==> src/rtl/clock_div_gen.sv <==
// Multi-channel programmable clock/strobe generator.
// Each channel divides the system clock by a run-time period and switches config only at period boundaries.
module clock_div_gen #(
    parameter int unsigned NUM_CH     = 4,
    parameter int unsigned CNT_W      = 8,
    parameter int unsigned DEF_PERIOD = 20,
    parameter int unsigned DEF_HIGH   = 10
) (
    input  logic              clock,
    input  logic              reset,
    input  logic [NUM_CH-1:0] enable,
    input  logic [NUM_CH-1:0] load,
    input  logic [CNT_W-1:0]  period_in,
    input  logic [CNT_W-1:0]  high_in,
    output logic [NUM_CH-1:0] clk_out,
    output logic [NUM_CH-1:0] tick,
    output logic [NUM_CH-1:0] pend,
    output logic [NUM_CH-1:0] cfg_err
);

    typedef enum logic [1:0] {
        ST_IDLE  = 2'd0,
        ST_RUN   = 2'd1,
        ST_DRAIN = 2'd2
    } state_e;

    typedef struct packed {
        logic [CNT_W-1:0] period;
        logic [CNT_W-1:0] high;
    } cfg_t;

    localparam cfg_t DEF_CFG = '{period: CNT_W'(DEF_PERIOD), high: CNT_W'(DEF_HIGH)};

    // Load validation is shared: every channel sees the same period_in/high_in.
    logic load_ok_c;
    cfg_t load_cfg_c;

    assign load_ok_c  = (period_in >= CNT_W'(2)) && (high_in != '0) && (high_in < period_in);
    assign load_cfg_c = '{period: period_in, high: high_in};

    for (genvar ch = 0; ch < NUM_CH; ch++) begin : g_ch
        state_e           state_q, state_d;
        logic [CNT_W-1:0] cnt_q, cnt_d;
        cfg_t             cur_q, cur_d;
        cfg_t             nxt_q, nxt_d;
        logic             pend_q, pend_d;
        logic             clk_q, clk_d;
        logic             tick_q, tick_d;
        logic             err_q, err_d;
        logic             last_c;
        logic             take_c;

        always_ff @(posedge clock or posedge reset) begin
            if (reset) begin
                state_q <= ST_IDLE;
                cnt_q   <= '0;
                cur_q   <= DEF_CFG;
                nxt_q   <= DEF_CFG;
                pend_q  <= 1'b0;
                clk_q   <= 1'b0;
                tick_q  <= 1'b0;
                err_q   <= 1'b0;
            end else begin
                state_q <= state_d;
                cnt_q   <= cnt_d;
                cur_q   <= cur_d;
                nxt_q   <= nxt_d;
                pend_q  <= pend_d;
                clk_q   <= clk_d;
                tick_q  <= tick_d;
                err_q   <= err_d;
            end
        end

        always_comb begin
            state_d = state_q;
            cnt_d   = cnt_q;
            cur_d   = cur_q;
            nxt_d   = nxt_q;
            pend_d  = pend_q;
            clk_d   = 1'b0;
            tick_d  = 1'b0;
            take_c  = load[ch] && load_ok_c;
            err_d   = load[ch] && !load_ok_c;
            last_c  = (cnt_q == (cur_q.period - CNT_W'(1)));

            unique case (state_q)
                ST_IDLE: begin
                    cnt_d = '0;
                    // A value left pending by a load on the stopping edge is applied here.
                    if (pend_q) begin
                        cur_d  = nxt_q;
                        pend_d = 1'b0;
                    end
                    if (take_c) begin
                        cur_d = load_cfg_c;
                    end
                    if (enable[ch]) begin
                        state_d = ST_RUN;
                    end
                end
                ST_RUN, ST_DRAIN: begin
                    if (last_c) begin
                        cnt_d = '0;
                        if (pend_q) begin
                            cur_d  = nxt_q;
                            pend_d = 1'b0;
                        end
                        state_d = enable[ch] ? ST_RUN : ST_IDLE;
                    end else begin
                        cnt_d   = cnt_q + CNT_W'(1);
                        state_d = enable[ch] ? ST_RUN : ST_DRAIN;
                    end
                    // Captured after the wrap update so a same-edge load waits one more period.
                    if (take_c) begin
                        nxt_d  = load_cfg_c;
                        pend_d = 1'b1;
                    end
                end
                default: begin
                    state_d = ST_IDLE;
                    cnt_d   = '0;
                end
            endcase

            clk_d  = (state_d != ST_IDLE) && (cnt_d < cur_d.high);
            tick_d = (state_d == ST_RUN) && (cnt_d == '0);
        end

        assign clk_out[ch] = clk_q;
        assign tick[ch]    = tick_q;
        assign pend[ch]    = pend_q;
        assign cfg_err[ch] = err_q;
    end

endmodule
==> config.mk <==
export PLATFORM = sky130hd
export DESIGN_NAME = clock_div_gen
export DESIGN_NICKNAME = d
export VERILOG_FILES = /design/src/rtl/clock_div_gen.sv
export SDC_FILE = /design/constraint.sdc
export NUM_CORES = 1
export LEC_CHECK = 0
export BUFFER_PORTS_ARGS = -buffer_cell sky130_fd_sc_hd__buf_2
export CORE_MARGIN = 1
export CORE_UTILIZATION = 57
export CTS_CLUSTER_DIAMETER = 60
export DETAILED_ROUTE_END_ITERATION = 6
export GPL_TIMING_DRIVEN = 0
export PLACE_DENSITY_LB_ADDON = 0.08
export SLEW_MARGIN = 20
export SYNTH_ARGS = -nofsm -noshare
export SYNTH_HDL_FRONTEND = slang
export SYNTH_SLANG_ARGS = --single-unit
==> constraint.sdc <==
create_clock -name clock -period 7.5 [get_ports clock]
set_input_delay 2.25 -clock clock [delete_from_list [all_inputs] [get_ports clock]]
set_output_delay 2.25 -clock clock [all_outputs]
set_load 0.05 [all_outputs]
==> metrics.md <==
| Metric | Value |
|---|---|
| CTS H-tree lvls | 4 |
| Crit share post-route | 82.38% |
| Post-route setup slack | 1322 ps |
| Flop pwr share | 32.6% |
| List of most frequent post-synthesis cells | 152 x dfrtp_1, 99 x nand2_1, 98 x nor2_1, 84 x o21ai_0, 61 x mux2i_1 |
| I/O pins | 42 |
| Worst-Margin Slew | 845.6 ps |
| Ys async rst share | 100.0% |
| Clock Power Share | 15.8% |
| Detailed Routing Iterations Pass 1 | 7 |
| Worst hold slack | 483.9 ps |
| Setup Skew | 8.103 ps |
| Routed WL per cell | 18.19 microns |
| Initial core utilization | 58.94% |
| Via/cell ratio | 6.054 |
| Die width | 142 microns |
| Crit-path max FO | 10 |
| Flop-to-flop setup slack | 3330 ps |
| Total core area | 18960 sq um |
| Post-CTS setup buffer count | 0 |
| Yosys synthesis warning count | 0 |
| CTS Buffer Depth | 2 |
| Rel. slew slack | 42.02% |
| Worst Path Arrival | 6540 ps |
| Post-CTS sizing | 0 |
| Drt drc | 2 |
| Crit-path cells | buf_2 -> inv_1 -> ha_1 -> a221o_1 -> nor2_1 -> and2_0 -> clkbuf_1 -> and3_1 -> clkbuf_1 -> buf_2 -> a2bb2oi_1 -> nor2_1 -> a21oi_1 -> ha_1 -> a21oi_1 -> nor2b_1 -> o21ai_0 -> o211ai_1 -> a21oi_1 |
| Total power | 5.502 mW |
| Synth Instances | 1160 |
| HPWL after DPL | 19330 microns |
| Post-synthesis register bit count | 184 |
| Post-Synth XOR/XNOR Area | 4.782% |
| Hold-fix buffers, CTS | 0 |
| Mux cell area share after synthesis | 9.721% |
| Critical path class | input pin to flip-flop |
| Simple-gate portion of the synthesized area | 14.27% |
| Die area | 20160 sq um |
| Top cell type's share of synthesized area | 34.05% |
| GP Congestion | 0.8501 |
| Largest family of logic cells by synthesized area | compound AO/OA/AOI/OAI gates |
| GRT Total Usage | 28.04% |
| Most frequent CP cell | a21oi_1 |
| Switching share of total power | 42.25% |
| Synth Area in Compound Gates | 18.65% |
| Setup-failing EPs final | 0 |
| Die Ht | 142 microns |
| Gr ovfl total | 0 |
| Pwr/cell area | 447.8 nW/um^2 |
| # clock sinks | 184 |
| Int Pwr | 3.178 mW |
| Post-synthesis sequential area ratio | 41.57% |
| CTS tree | yes |
| Hold Vio Cnt, Final | 0 |
| CTS root buffer | clkbuf_16 |
| Fmax achieved | 161.9 MHz |
| Vias in the first global route | 8606 |
| Peak VDD IR | 0.2330 mV |
| Main synth FF type | dfrtp_1 |
| Synth unique cells | 73 |
| Area Overhead vs Synth | 9.990% |
| CP endpoint kind | flip-flop |
| Nets | 1296 |
| Site Rows | 50 |
| Failing checks | DRC |
| Setup crit start kind | input pin |
| Cts bufs inserted | 17 |
| Hold Crit Class | flip-flop to flip-flop |
| Synthesized Nets | 1237 |
| Adder-Cell Fraction of Synth Area | 5.712% |
| Pre-CTS WS | 987.6 ps |
| Max-slew violations | 0 |
| Area leader, netlist | dfrtp_1 |
| Final WL | 27160 microns |
| CP max stage cell | nor2_1 |
| Number of flops mapped to enable cells by yosys | 0 |
| Share of layout cells above drive strength 1 | 15.50% |
| Status | complete, but fails checks |
| Syn_area_per_cell | 9.631 sq um |
| Crit path largest cell delay | 560 ps |
| Largest net degree at the start of global routing | 102 |
| Gate power share | 51.6% |
| Antenna violations before repair | 0 |
| Minimum clock period | 6178 ps |
| Most common cell in the synthesized netlist | dfrtp_1 |
| CP delay by family, top | buffers and inverters |
| Worst path required time | 7860 ps |
| Ranking of synthesized cells by area | dfrtp_1 34%, dfstp_2 7.5%, ha_1 5.7% |
| NetSw | 2.324 mW |
| RSZ-0062 raised after global routing | false |
| Worst-path clk slew | 60 ps |
| Routed Antenna Nets | 0 |
| Iter 0 DRT Violations | 611 |
| First-pass GRT wire length | 44080 microns |
| Via count | 9039 |
| Clock Latency Late Sink | 440 ps |
| Buffer and inverter count on the worst path | 5 |
| Max Cap Viol | 0 |
| Mapped Area | 11170 sq um |
| Port bufs | 39 |
| LEAKAGE | 5.553 nW |
[per-stage QoR]
| step | setup TNS [ps] | instance area, sq um | cells | utilization, % |
|---|---|---|---|---|
| after floorplan | 0 | 11170 | 1160 | - |
| after global placement | -280720 | 11690 | 1459 | 61.68 |
| after detailed placement | 0 | 11730 | 1460 | 61.87 |
| after CTS | 0 | 12290 | 1492 | 64.81 |
| after global routing | 0 | 12290 | 1492 | 64.81 |
| final | 0 | 12290 | 1493 | 64.83 |
[cell usage in the layout, fill, tap and decap left out, types with 41 or more instances in the layout]
master,instances
nand2_1,99
o21ai_0,84
mux2_2,41
inv_1,53
ha_1,51
dfrtp_1,152
nor2_1,98
buf_2,49
mux2i_1,61
clkbuf_1,56
[cells by family (layout without fill, tap and decap cells)]
| family | Yosys count | after routing |
|---|---|---|
| other | 0 | 1 |
| AO/OA/AOI/OAI | 295 | 295 |
| adder cells (fa/ha/maj) | 51 | 51 |
| buffers and inverters | 137 | 209 |
| flip-flops | 184 | 184 |
| AND/OR/NAND/NOR | 329 | 329 |
| XOR/XNOR | 61 | 61 |
| multiplexers | 103 | 103 |
[sequential cells by signal, summed over array words and instances, names as in the netlist]
signal        count
g_ch.cur_q       64
g_ch.err_q        4
g_ch.cnt_q       32
g_ch.state_q      8
g_ch.clk_q        4
g_ch.nxt_q       64
g_ch.tick_q       4
g_ch.pend_q       4
[power by group through the flow]
stage	Clock, mW	Sequential [mW]	Combinational (mW)
3_5_place_dp	0	1.80	2.82
5_1_grt	0.920	1.84	3.16
6_report	0.870	1.79	2.84
3_3_place_gp	0	1.79	2.75
4_1_cts	0.883	1.79	2.84
2_1_floorplan	0	1.69	2.29
[metal layers]
metal / wire (microns) / track usage [%] / up-vias
met5: 0 / 0 / -
met4: 367 / 9.847 / 0
met3: 1345 / 4.038 / 31
met2: 13000 / 45.61 / 251
met1: 12450 / 38.30 / 4473
li1: - / - / 4284
[area by class of cell]
type / count / area [sq um]
Antenna cell: 1 / 2.502
Buffer: 83 / 389.1
Clock buffer: 25 / 485.5
Clock inverter: 7 / 72.57
Fill cell: 1581 / 6668
Inverter: 54 / 210.2
Multi-Input combinational cell: 839 / 5936
Sequential cell: 184 / 4644
Tap cell: 260 / 325.3
Timing Repair Buffer: 40 / 222.7
[tightest hold or removal path, stage by stage (launching register included)]
cell and delay (ps):
dfstp_2 370, nand2_1 40, o21ai_0 70
[worst paths after layout]
path | to | depth (start not counted) | start
worst min register to register | g_ch[3].nxt_q[10] | 2 | g_ch[3].nxt_q[10]
min in group asynchronous | g_ch[3].cnt_q[3] | 2 | reset
max in group asynchronous | g_ch[0].cur_q[3] | 3 | reset
worst max register to register | g_ch[2].clk_q | 17 | g_ch[2].cur_q[8]
worst max-delay path | g_ch[1].clk_q | 19 | period_in[7]
worst min-delay path | g_ch[3].nxt_q[10] | 2 | g_ch[3].nxt_q[10]
No activity file was read; power rests on OpenSTA's default activity.
